**config.mk**
```make
export PLATFORM = sky130hd
export DESIGN_NAME = chien_root_detect
export DESIGN_NICKNAME = d
export VERILOG_FILES = /design/src/rtl/chien_root_detect.sv
export SDC_FILE = /design/constraint.sdc
export NUM_CORES = 1
export LEC_CHECK = 0
export CAP_MARGIN = 20
export CORE_MARGIN = 2
export CORE_UTILIZATION = 48
export CTS_CLUSTER_SIZE = 28
export DETAILED_ROUTE_END_ITERATION = 16
export PLACE_DENSITY = 0.89
export SKIP_CTS_REPAIR_TIMING = 1
export SLEW_MARGIN = 20
export SYNTH_ARGS = -nofsm -noshare
export SYNTH_HDL_FRONTEND = slang
export SYNTH_SLANG_ARGS = --single-unit
```
**constraint.sdc**
```tcl
create_clock -name CLK -period 1.95 [get_ports CLK]
set_clock_uncertainty 0.1 [all_clocks]
set_input_delay 0.39 -clock CLK [delete_from_list [all_inputs] [get_ports CLK]]
set_output_delay 0.39 -clock CLK [all_outputs]
set_load 0.005 [all_outputs]
```
**src/rtl/chien_root_detect.sv**
```systemverilog
// Chien search controller: sequences the per-term cells, sums their outputs into
// Lambda(alpha^k), flags roots as error positions and checks root count vs degree.
module chien_root_detect #(
  parameter int N    = 15,
  parameter int POSW = 4
) (
  input  logic            CLK,
  input  logic            RESET,
  input  logic            START,
  input  logic [1:0]      DEGREE,
  input  logic [3:0]      Chien_0,
  input  logic [3:0]      Chien_1,
  input  logic [3:0]      Chien_2,
  output logic            CONTROL,
  output logic            BUSY,
  output logic            ERR_VALID,
  output logic [POSW-1:0] ERR_POS,
  output logic [POSW-1:0] ROOT_COUNT,
  output logic            DONE,
  output logic            FAIL
);

  typedef enum logic [1:0] {S_IDLE, S_LOAD, S_SEARCH, S_FIN} state_t;

  localparam logic [POSW-1:0] N_P = POSW'(N);

  state_t          state_q, state_d;
  logic [POSW-1:0] k_q, k_d;
  logic [1:0]      degree_q, degree_d;
  logic            err_valid_q, err_valid_d;
  logic [POSW-1:0] err_pos_q, err_pos_d;
  logic [POSW-1:0] root_count_q, root_count_d;
  logic            fail_q, fail_d;
  logic [3:0]      sum;

  assign sum = Chien_0 ^ Chien_1 ^ Chien_2;

  always_comb begin
    state_d      = state_q;
    k_d          = k_q;
    degree_d     = degree_q;
    err_valid_d  = 1'b0;
    err_pos_d    = err_pos_q;
    root_count_d = root_count_q;
    fail_d       = fail_q;
    CONTROL      = 1'b0;
    BUSY         = 1'b0;
    DONE         = 1'b0;
    case (state_q)
      S_IDLE: begin
        if (START) begin
          state_d      = S_LOAD;
          degree_d     = DEGREE;
          root_count_d = '0;
          fail_d       = 1'b0;
        end
      end
      S_LOAD: begin
        CONTROL = 1'b1;
        BUSY    = 1'b1;
        k_d     = POSW'(1);
        state_d = S_SEARCH;
      end
      S_SEARCH: begin
        BUSY = 1'b1;
        k_d  = k_q + POSW'(1);
        // Position index runs opposite to k; ERR_POS only moves on a root.
        if (sum == 4'h0) begin
          err_valid_d  = 1'b1;
          err_pos_d    = (k_q == N_P) ? '0 : N_P - k_q;
          root_count_d = root_count_q + POSW'(1);
        end
        if (k_q == N_P) begin
          state_d = S_FIN;
          fail_d  = (root_count_d != POSW'(degree_q));
        end
      end
      S_FIN: begin
        BUSY    = 1'b1;
        DONE    = 1'b1;
        state_d = S_IDLE;
      end
      default: state_d = S_IDLE;
    endcase
  end

  always_ff @(posedge CLK or posedge RESET) begin
    if (RESET) begin
      state_q      <= S_IDLE;
      k_q          <= '0;
      degree_q     <= 2'd0;
      err_valid_q  <= 1'b0;
      err_pos_q    <= '0;
      root_count_q <= '0;
      fail_q       <= 1'b0;
    end else begin
      state_q      <= state_d;
      k_q          <= k_d;
      degree_q     <= degree_d;
      err_valid_q  <= err_valid_d;
      err_pos_q    <= err_pos_d;
      root_count_q <= root_count_d;
      fail_q       <= fail_d;
    end
  end

  assign ERR_VALID  = err_valid_q;
  assign ERR_POS    = err_pos_q;
  assign ROOT_COUNT = root_count_q;
  assign FAIL       = fail_q;

endmodule

```
==> Word level (Yosys, flattened, before mapping) <==
Index checks and enable logic that the tools add are counted.
{ "word_totals": {"ff_bits": 18, "latchBits": 0, "ram_bits": 0, "mem_bits_ro": 0, "in_bits": 17, "output_inout_bits": 13, "word_cells": 46, "n_memories": 0} }
{ "op_classes": {"addsub": 3, "mul": 0, "div_mod_pow": 0, "n_lt_le_gt_ge": 0, "n_eq_ne": 7, "shift": 0, "mux": 17, "n_bitwise": 2, "reduce_logical": 10} }
{ "op_table": {"columns": ["operator", "n"], "rows": [
  ["$mux W4", 4],
  ["$pmux W4 S2", 2],
  ["$add A4 B1 Y4 const B", 2],
  ["$pmux W2 S4", 1],
  ["$reduce_and A2 Y1", 4],
  ["$xor A4 B4 Y4", 2],
  ["$mux W1", 7],
  ["$eq A2 B2 Y1 const B", 2],
  ["$eq A4 B4 Y1 const B", 1],
  ["$logic_not A4 Y1", 1],
  ["$mux W2", 2],
  ["$ne A2 B2 Y1 const B", 2],
  ["$ne A4 B2 Y1", 1],
  ["$reduce_bool A2 Y1", 2],
  ["$sub A4 B4 Y4 const A", 1],
  ["$reduce_and A3 Y1", 1],
  ["$reduce_or A3 Y1", 1],
  ["$eq A2 B1 Y1 const B", 1],
  ["$logic_not A2 Y1", 1],
  ["$pmux W1 S2", 1]
]} }

==> Longest topological paths before layout <==
{ "logic_depth": {"depth_word": 8, "mapped_depth": 6, "ltp_nobuf": 6} }

==> Worst setup path after synthesis <==
No wires, ideal clock.
{ "synth_timing": {"path_type": "reg2reg", "startpoint": "reg root_count_q[0] (netlist: ROOT_COUNT[0])", "endpoint": "reg fail_q (netlist: FAIL)", "setup_time_ns": 0.125, "arrival_time_ns": 1.581, "required_ns": 1.725, "slack_ns": 0.143, "stages_incl_launch_ff": 6, "path_buffers": 0, "period_less_slack_ns": 1.807, "cell_sequence": "dfrtp_1 -> ha_1 -> or2_2 -> a2111oi_0 -> o311a_2 -> o21ai_1"} }
{ "synth_between": {"elab_chain_len": 6} }
{ "synth_lines": {"columns": ["item", "line", "rtl"], "rows": [
  ["start: declaration", "32", "logic [POSW-1:0] root_count_q, root_count_d;"],
  ["start signal: assignment", "102", "root_count_q <= root_count_d;"],
  ["$add A4 B1 Y4", "71", "root_count_d = root_count_q + POSW'(1);"],
  ["$mux W4 (*)", "68", "if (sum == 4'h0) begin"],
  ["$mux W4 (*)", "49", "case (state_q)"],
  ["$ne A4 B2 Y1 (*)", "75", "fail_d = (root_count_d != POSW'(degree_q));"],
  ["$mux W1 (*)", "73", "if (k_q == N_P) begin"],
  ["$pmux W1 S2 (*)", "49", null],
  ["end signal: assignment", "103", "fail_q <= fail_d;"],
  ["end: declaration", "33", "logic fail_q, fail_d;"]
]} }
Every way passes the cells marked *; elsewhere a longest branch is shown, timed or not. The select of a mux whose other input is x is not followed.
A chain may end at the register's enable or synchronous reset.

==> Worst setup path after layout <==
Ends and elaborated chain as after synthesis.

==> metrics.yaml <==
status:
  status: "finished, final reports clean"
pwr:
  seqPwrFrac: 0.316
  swShare: 0.387
  power_mw: 1.94
  power_frac_comb: 0.560
  p_int_mw: 1.19
  power_frac_clock: 0.124
  p_sw_mw: 0.751
  p_per_area_nw_per_um2: 1250
  p_leak_nw: 0.754
  peakVddDrop_uv: 933
yosys:
  avgSynthCellArea_sq_um: 10.7
  syn_nets: 130
  ys_seq_area_frac: 0.396
  synthCells: 106
  ys_ff_latch: 18
  synth.distinct_cells: 38
  yosysTopAreaCell: "dfrtp_1"
  synth.area.top_cells: "dfrtp_1 (40%), xnor3_1 (7.9%), ha_1 (7.7%), mux2_2 (4.0%), inv_1 (3.3%)"
  yosysWarningCount: 0
  synth_area_sq_um: 1140
  yosysTopAreaCellShare: 0.396
floorplanning:
  die_x_um: 52.7
  dieArea_sq_um: 2770
  start_util: 0.509
  rows: 17
  core_area_sq_um: 2230
  ios: 30
  die_h_um: 52.7
timing:
  fin_ws_ns: 0.0360
  min_period_ns: 1.91
  fin_setup_tns_ns: 0
  worst_hold_slack_ns: 0.282
  finalSetupViolations: 0
  relSlewSlack: 0.692
  clock.fmax_ghz: 0.522
  hold_violations: 0
  maxSlewViolCount: 0
  worst_pin_slew_ns: 0.457
  post-route-period-util: 0.982
finish:
  nets: 170
  finish.utilization: 0.694
  multi_input_area_sq_um: 626
  syn2layout_area_growth_pct: 36.5
  num_antenna_cells: 0
  drive_gt1_frac: 0.193
  stdcell_count: 173
  seqCellArea_sq_um: 450
  fin_area_sq_um: 1550
  fillCellCount: 156
global_route:
  grt_usage: 0.205
  grt_first_pass_wirelength_um: 4080
  gr-total-overflow: 0
  antenna_found_initial: 0
  grt_pass1_vias: 915
  grt_max_degree: 19
worst_setup_path:
  cp-end-kind: "flop"
  arrival_ns: 2.02
  path_class: "reg2reg"
  critPathRequiredTime_ns: 2.06
  worstPathMaxFanout: 5
  critical_path.startpoint_type: "flop"
clock_network:
  path_clk_slew_ns: 0.11
  ctsHtreeMaxLevel: 1
  clk_latency_ns: 0.31
  numCtsBuffers: 3
  clock_path_buffers: 2
  cts_tree: "yes"
  cts_root_buf: "clkbuf_4"
  numClockSinks: 18
placement:
  dp_hpwl_um: 1880
  dpl-instance-area_sq_um: 1490
  place_ws_ns: -0.135
  placedCellCount: 167
  routabilityCongestion: 0.865
  io_buffers: 29
route:
  drt-vias-per-instance: 5.72
  vias: 989
  drt_iter0_markers: 36
  ant_nets: 0
  wl_um: 2570
  post_drt_wl_per_cell_um: 14.9
  dr.pass1.iters: 4
  drc_errors: 0
job:
  max-cap-violations: 0
hold_path:
  hold_class: "in2async"
cells in the final DEF, fill, tap and decap left out, types with 2 or more instances in the layout:
master	count
nor2_1	3
a2111oi_1	2
nor3_1	2
inv_1	8
nand2_1	10
nand3b_1	2
nand3_1	3
buf_4	9
ha_1	6
xor2_1	2
a21oi_1	4
inv_2	2
dfrtp_1	18
o21ai_1	2
nand4_1	2
o2bb2ai_1	2
dlymetal6s2s_1	3
mux2_2	4
xnor3_1	4
clkdlybuf4s50_1	26
a31oi_1	3
clkbuf_4	3
o21ai_0	5
routing by layer:
metal / vias up / GRT usage / wire length [um]
met1: 479 / 0.280 / 1120
li1: 464 / - / -
met2: 41 / 0.306 / 1270
met5: - / 0 / 0
met4: 0 / 0.111 / 46
met3: 5 / 0.0371 / 137
registers in the layout, summed over array words and instances, names as in the netlist:
signal	cells
state_q	2
k_q	4
FAIL	1
degree_q	2
ROOT_COUNT	4
ERR_VALID	1
ERR_POS	4
cell type report:
| cell class | count | share of cell area |
|---|---|---|
| sequential | 18 | 0.291 |
| multi-input combinational | 75 | 0.404 |
| inverter | 10 | 0.0242 |
| clock buffer | 4 | 0.0234 |
| tap | 28 | 0.0226 |
| timing repair buffer | 38 | 0.236 |
power groups by stage:
stage | combinational (mW) | clock (mW) | sequential, mW
after floorplan | 0.619 | 0 | 0.615
after global placement | 0.977 | 0 | 0.609
after detailed placement | 1.02 | 0 | 0.617
after CTS | 1.03 | 0.241 | 0.609
after global routing | 1.19 | 0.253 | 0.629
final | 1.09 | 0.240 | 0.614
cells in the mapped netlist (all sizes together):
library cell / instances
xnor3: 4
or2: 1
or4: 1
o21ai: 7
o311a: 1
o32a: 1
xnor2: 1
nor3: 2
nand4: 2
nand2b: 1
o2bb2ai: 2
and3: 1
a2111oi: 2
nor2b: 1
ha: 7
a31oi: 3
nand3: 3
o211ai: 1
mux2: 5
dfrtp: 18
and2: 1
xor2: 2
and4: 2
nor2: 3
buf: 3
inv: 10
a21o: 1
a21oi: 4
nand2: 11
o311ai: 1
a41o: 1
a211oi: 1
nand3b: 2
critical path: stages (launching register included):
cell and delay [ns]:
dfrtp_1 0.40, ha_1 0.26, or2_2 0.31, a2111oi_1 0.46, o311a_2 0.22, o21ai_1 0.06
logic make-up (layout without fill, tap and decap cells):
logic type	Yosys count	count (layout)	synth area share
AOI/OAI and AO/OA	25	25	0.163
DFF	18	18	0.396
muxes	5	5	0.0529
and+or+nand+nor	31	31	0.151
adders and majority gates	7	7	0.0771
buffers and inverters	13	52	0.0573
xor gates and xnor gates	7	7	0.102
path summary, 6_finish.rpt:
kind                       depth (start not counted)          start         end  slack, ns
max in group asynchronous                          3          RESET  state_q[0]       1.27
hold / removal                                     3          RESET  ERR_POS[2]       0.28
hold reg to reg                                    1     ERR_POS[0]  ERR_POS[0]       0.40
setup reg to reg                                   5  ROOT_COUNT[0]        FAIL       0.04
min in group CLK                                   1     ERR_POS[0]  ERR_POS[0]       0.40
setup / recovery                                   5  ROOT_COUNT[0]        FAIL       0.04
No activity file was read; power rests on OpenSTA's default activity.
